File: config.mk
export PLATFORM = sky130hd
export DESIGN_NAME = controlador
export DESIGN_NICKNAME = d
export VERILOG_FILES = /design/src/rtl/controlador.sv
export SDC_FILE = /design/constraint.sdc
export NUM_CORES = 1
export LEC_CHECK = 0
export BUFFER_PORTS_ARGS = -buffer_cell sky130_fd_sc_hd__buf_4
export CELL_PAD_IN_SITES_DETAIL_PLACEMENT = 1
export CELL_PAD_IN_SITES_GLOBAL_PLACEMENT = 1
export CORE_MARGIN = 2
export CORE_UTILIZATION = 35
export DETAILED_ROUTE_END_ITERATION = 8
export PLACE_DENSITY = 0.88
export SLEW_MARGIN = 20
export SYNTH_ARGS = -nofsm -noshare
export SYNTH_HDL_FRONTEND = slang
export SYNTH_SLANG_ARGS = --single-unit
File: constraint.sdc
create_clock -name clk -period 7.5 [get_ports clk]
set_clock_uncertainty 0.2 [all_clocks]
set_input_delay 0.375 -clock clk [delete_from_list [all_inputs] [get_ports clk]]
set_output_delay 0.375 -clock clk [all_outputs]
set_load 0.005 [all_outputs]
File: src/rtl/controlador.sv
// controlador: microprogrammed coffee-machine sequencer driving eight one-hot stage outputs.
// Optional macro CONTROLADOR_INPUT_SYNC_EN adds a 2-flop synchronizer on every Condicion input.
module controlador (
    input  logic clk,
    input  logic rst,
    input  logic Condicion1,
    input  logic Condicion2,
    input  logic Condicion3,
    input  logic Condicion4,
    input  logic Condicion5,
    input  logic Condicion6,
    output logic salida0,
    output logic salida1,
    output logic salida2,
    output logic salida3,
    output logic salida4,
    output logic salida5,
    output logic salida6,
    output logic salida7
);

    typedef enum logic [2:0] {
        IDLE        = 3'd0,
        WATER_CHECK = 3'd1,
        SELECT_A    = 3'd2,
        SELECT_B    = 3'd3,
        COFFEE      = 3'd4,
        TEA         = 3'd5,
        DISPENSE    = 3'd6,
        FAULT       = 3'd7
    } upc_e;

    typedef struct packed {
        logic [7:0] out;
        logic [2:0] csel;
        logic       pol;
        logic [2:0] addr_t;
        logic [2:0] addr_f;
    } uword_t;

    // csel 0 means unconditional; 1..6 pick Condicion1..6 (all active-low, so pol is 0)
    function automatic uword_t rom(input upc_e a);
        case (a)
            IDLE:        rom = '{8'h01, 3'd1, 1'b0, 3'd1, 3'd0};
            WATER_CHECK: rom = '{8'h02, 3'd2, 1'b0, 3'd2, 3'd7};
            SELECT_A:    rom = '{8'h04, 3'd3, 1'b0, 3'd4, 3'd3};
            SELECT_B:    rom = '{8'h08, 3'd4, 1'b0, 3'd5, 3'd2};
            COFFEE:      rom = '{8'h10, 3'd5, 1'b0, 3'd6, 3'd7};
            TEA:         rom = '{8'h20, 3'd0, 1'b0, 3'd6, 3'd6};
            DISPENSE:    rom = '{8'h40, 3'd6, 1'b0, 3'd0, 3'd6};
            default:     rom = '{8'h80, 3'd2, 1'b0, 3'd0, 3'd7};
        endcase
    endfunction

    logic [5:0] cond_raw;
    logic [5:0] cond_s;
    uword_t     word;
    logic       cond_hit;
    upc_e       upc_q, upc_d;

    assign cond_raw = {Condicion6, Condicion5, Condicion4, Condicion3, Condicion2, Condicion1};

`ifdef CONTROLADOR_INPUT_SYNC_EN
    logic [5:0] sync1_q, sync1_d;
    logic [5:0] sync2_q, sync2_d;

    always_comb begin
        sync1_d = cond_raw;
        sync2_d = sync1_q;
    end

    // Reset to all-ones so no condition looks asserted while the chain fills
    always_ff @(posedge clk or posedge rst) begin
        if (rst) begin
            sync1_q <= 6'h3f;
            sync2_q <= 6'h3f;
        end else begin
            sync1_q <= sync1_d;
            sync2_q <= sync2_d;
        end
    end

    assign cond_s = sync2_q;
`else
    assign cond_s = cond_raw;
`endif

    always_comb begin
        word     = rom(upc_q);
        cond_hit = 1'b1;
        case (word.csel)
            3'd1, 3'd2, 3'd3, 3'd4, 3'd5, 3'd6:
                cond_hit = (cond_s[word.csel - 3'd1] == word.pol);
            default:
                cond_hit = 1'b1;
        endcase
        upc_d = cond_hit ? upc_e'(word.addr_t) : upc_e'(word.addr_f);
    end

    always_ff @(posedge clk or posedge rst) begin
        if (rst) upc_q <= IDLE;
        else     upc_q <= upc_d;
    end

    assign {salida7, salida6, salida5, salida4, salida3, salida2, salida1, salida0} = word.out;

endmodule

Word-level counts from Yosys, hierarchy flattened
Cells that the tools add are included.
{"block": "classes", "n_lt_le_gt_ge": 1, "eq_ne": 13, "n_mux": 5, "n_reduce_logical": 2, "n_addsub": 1}
{"operator": "18-bit one-hot mux with 7 select lines", "n": 1}
{"operator": "3-bit equality test, second input constant", "n": 6}
{"operator": "3-bit by 2-bit equality test with 1-bit output, second input constant", "n": 4}
{"operator": "3-bit by 1-bit equality test with 1-bit output, second input constant", "n": 2}
{"operator": "6-bit OR reduction", "n": 1}
{"operator": "3-bit by 4-bit < comparator with 1-bit output, second input constant", "n": 1}
{"operator": "1-bit binary-select mux with 3-bit select", "n": 1}
{"operator": "3-bit zero test", "n": 1}
{"operator": "3-bit two-way mux", "n": 1}
{"operator": "3-bit by 1-bit subtractor with 3-bit output, second input constant", "n": 1}
{"operator": "1-bit two-way mux", "n": 2}
{"operator": "1-bit equality test", "n": 1}
{"block": "totals", "register_bits": 3, "out_inout_bits": 8}

Longest topological paths before layout
{"block": "logic_depth", "depth_word": 8, "ltp_mapped": 12}

Worst setup path after synthesis
No wires, ideal clock.
{"block": "synth_path", "path_kind": "reg-to-reg", "start": "register upc_q[0]", "end": "register upc_q[2]", "path_stages_with_launch": 10, "t_arrival_ns": 2.422, "required_ns": 7.176, "path_slack_ns": 4.754, "period_less_slack_ns": 2.746, "cell_sequence": "dfrtp_1 -> clkbuf_1 -> nand2_1 -> xnor2_1 -> ha_1 -> mux2_2 -> o21a_1 -> mux2i_2 -> o21ai_1 -> a211o_1"}
{"block": "synth_between", "elab_chain_cells": 8, "elab_cells_between_ends": 21}
{"element": "from (decl)", "line_no": "59", "source": "upc_e upc_q, upc_d;"}
{"element": "from (signal assigned)", "line_no": "102", "source": "else upc_q <= upc_d;"}
{"element": "3-bit equality test (tied with other cells)", "line_no": "43", "source": "case (a)"}
{"element": "18-bit one-hot mux with 7 select lines *", "line_no": "43"}
{"element": "3-bit by 1-bit subtractor with 3-bit output", "line_no": "93", "source": "cond_hit = (cond_s[word.csel - 3'd1] == word.pol);"}
{"element": "1-bit binary-select mux with 3-bit select", "line_no": "93"}
{"element": "1-bit two-way mux (implied by the code)", "line_no": "93"}
{"element": "1-bit equality test", "line_no": "93"}
{"element": "1-bit two-way mux", "line_no": "91", "source": "case (word.csel)"}
{"element": "3-bit two-way mux *", "line_no": "97", "source": "upc_d = cond_hit ? upc_e'(word.addr_t) : upc_e'(word.addr_f);"}
{"element": "named net upc_d[2]", "line_no": "59"}
The timed path passes the listed nets; every way through them passes the cells marked *. The select of a mux whose other input is x is not followed.

Final worst setup path
{"block": "layout_path", "start": "register upc_q[2]", "end": "register upc_q[2]"}
The elaborated chain is that of the path after synthesis.

==> results_dict.tcl <==
set metrics [dict create \
    status "completed" \
    drive_above_1_share_pct 33.33 \
    async_reset_ff_share_pct 100.0 \
    finalSetupViolCount 0 \
    overflow 0 \
    via_count 478 \
    cts-resized-gates 0 \
    ys_seq_area_share_pct 16.48 \
    routed-wl-met2_um 656 \
    port_buffers 15 \
    fin_cells 89 \
    route.met3.wl_um 78 \
    min_path_type "input pin to async pin" \
    synth_nets 71 \
    synth_edf_count 0 \
    ys.flop_type "dfrtp_1" \
    largest_register "upc_q" \
    ys_ff_latch 3 \
    leakage_nw 0.2965 \
    tns_ns 0 \
    crit_fanout 12 \
    rows 12 \
    tightestPinTransition_ns 0.6055 \
    die_w_um 40.07 \
    start_util_pct 39.39 \
    slew_viol_final 0 \
    worst_path_largest_cell_delay_ns 0.51 \
    rsz0062_at_grt "false" \
    grt_pass1_vias 456 \
    floorplan.io_pins 16 \
    coreArea_um2 1156 \
    drc 0 \
    dr.pass1.iters 4 \
    ir_worst_vdd_mv 0.2102 \
    ant_nets 0 \
    cts_buffers 3 \
    cts_tree "done" \
    fp.dieH_um 40.07 \
    final_cell_mix "15 x buf_4, 7 x nand2_1, 6 x nor3_1, 4 x inv_1, 4 x ha_1" \
    max_clock_freq_mhz 342.6 \
    highest_layer "met3" \
    synth_warnings 0 \
    nets 88 \
    fin_util_pct 51.62 \
    setup.worst_path.end_class "flop" \
    largest_register_ffs 3 \
    period_needed_ns 2.919 \
    drt-initial-drc-count 3 \
    htree_levels 1 \
    hold_ws_ns 0.3583 \
    cts_sinks 3 \
    clk_latency_ns 0.24 \
    finalWirelength_mm 1.283 \
    avgViaCountPerCell 5.371 \
    largestRegisters "upc_q: 3 flops" \
    relSlewSlack_pct 59.32 \
    drt-met1-wl_um 548 \
    grt_pass1_wl_mm 2.001 \
    antenna_found_initial 0 \
    dp_hpwl_um 942.5 \
    crit_type "flop to flop" \
    die-area_um2 1606 \
    synth_cell_types 30 \
    hold_violations 0 \
    grtUsageTotal_pct 19.86 \
    cp_data_arrival_time_ns 2.85 \
    final_common_cell "buf_4" \
    crit_buf_inv 1 \
    cp-start-kind "flop" \
    diodes 0 \
    max_cap_viol_count 0 \
    gp_congestion 0.7711 \
    cp_slowest_cell "dfrtp_1" \
    crit_family "multiplexers" \
    cp_cell_sequence "inv_2, nand2_1, xnor2_1, ha_1, mux2_2, o21a_1, mux2i_2, o21ai_1, a211o_1" \
    root_buffer "clkbuf_4" \
    fin_crit_sh_pct 38.92 \
    cp_data_required_time_ns 7.43 \
    postSynthCellCount 59 \
    synth_area_per_cell_um2 7.719 \
    powerDensity_nw_per_um2 629.2 \
    syn_to_final_growth_pct 31.04 \
    clk_path_buf_depth 2 \
    numPlacedInstances 84 \
    routedWlPerCell_um 14.42 \
    clk_pin_slew_ns 0.04 \
    grt_start_max_net_pins 17 \
    synth_area_um2 455.4 \
]
==> final timing paths <==
| kind | start | end | slack [ns] | cells after the start |
|---|---|---|---|---|
| worst max register to register | upc_q[2] | upc_q[2] | 4.58 | 9 |
| max in group asynchronous | rst | upc_q[0] | 6.61 | 3 |
| worst min-delay path | rst | upc_q[2] | 0.36 | 3 |
| worst min register to register | upc_q[2] | upc_q[2] | 0.58 | 1 |
| min in group clk | Condicion3 | upc_q[0] | 0.58 | 7 |
| worst max-delay path | upc_q[2] | upc_q[2] | 4.58 | 9 |
==> logic make-up after synthesis <==
logic type,Yosys count,synth area share (%)
DFF,3,16.48
adders and majority gates,4,10.99
AOI/OAI and AO/OA,14,21.70
muxes,4,9.889
xor gates and xnor gates,3,7.419
buffers and inverters,9,9.613
and+or+nand+nor,22,23.90
==> cell usage after synthesis (2+ instances only) <==
cell,n,area share (%)
nor2_1,3,2.5
nor3_1,6,6.6
ha_1,4,11
mux2i_1,2,4.4
xnor2_1,2,3.8
buf_2,2,2.2
nand3_1,2,2.2
dfrtp_1,3,16
a21oi_1,2,2.2
o21ai_0,3,3.3
a21oi_2,2,3.8
nand2_1,7,5.8
inv_1,4,3.3
==> report_power, final <==
group / total [mW] / switching [mW] / leakage [nW] / internal, mW
registers: 0.0572 / 0.0315 / 0.0360 / 0.0257
logic: 0.288 / 0.146 / 0.246 / 0.142
clock network: 0.0307 / 0.0106 / 0.0150 / 0.0201
==> timing repair <==
action | in CTS | in global routing
hold buffers | 1 | 0
buffers inserted | 0 | 0
endpoints found under the hold margin | 3 | 0
==> through the flow <==
step,setup slack (ns),power (mW),cell area [um2]
floorplan,4.754,0.2786,455.4
global placement,4.620,0.3328,560.5
detailed placement,4.575,0.3438,560.5
CTS,4.564,0.3788,596.8
global route,4.373,0.4120,596.8
finish,4.581,0.3755,596.8
==> cell type report <==
cell class | count | area [um2]
clock buffer | 4 | 26.28
fill | 150 | 559.3
inverter | 5 | 18.77
multi-input combinational | 47 | 336.6
sequential | 3 | 75.07
tap | 14 | 17.52
timing repair buffer | 16 | 122.6
==> per-layer routing <==
metal | track usage, % | vias to the layer above
li1 | - | 237
met1 | 22.82 | 223
met2 | 33.47 | 18
met3 | 8.333 | 0
met4 | 5.172 | 0
met5 | 0 | -
==> worst min-delay path, stage by stage <==
cell and delay, ns:
dlygate4sd3_1 0.54, buf_4 0.13, inv_1 0.10
Note: power is estimated with default switching activity, not from simulation.
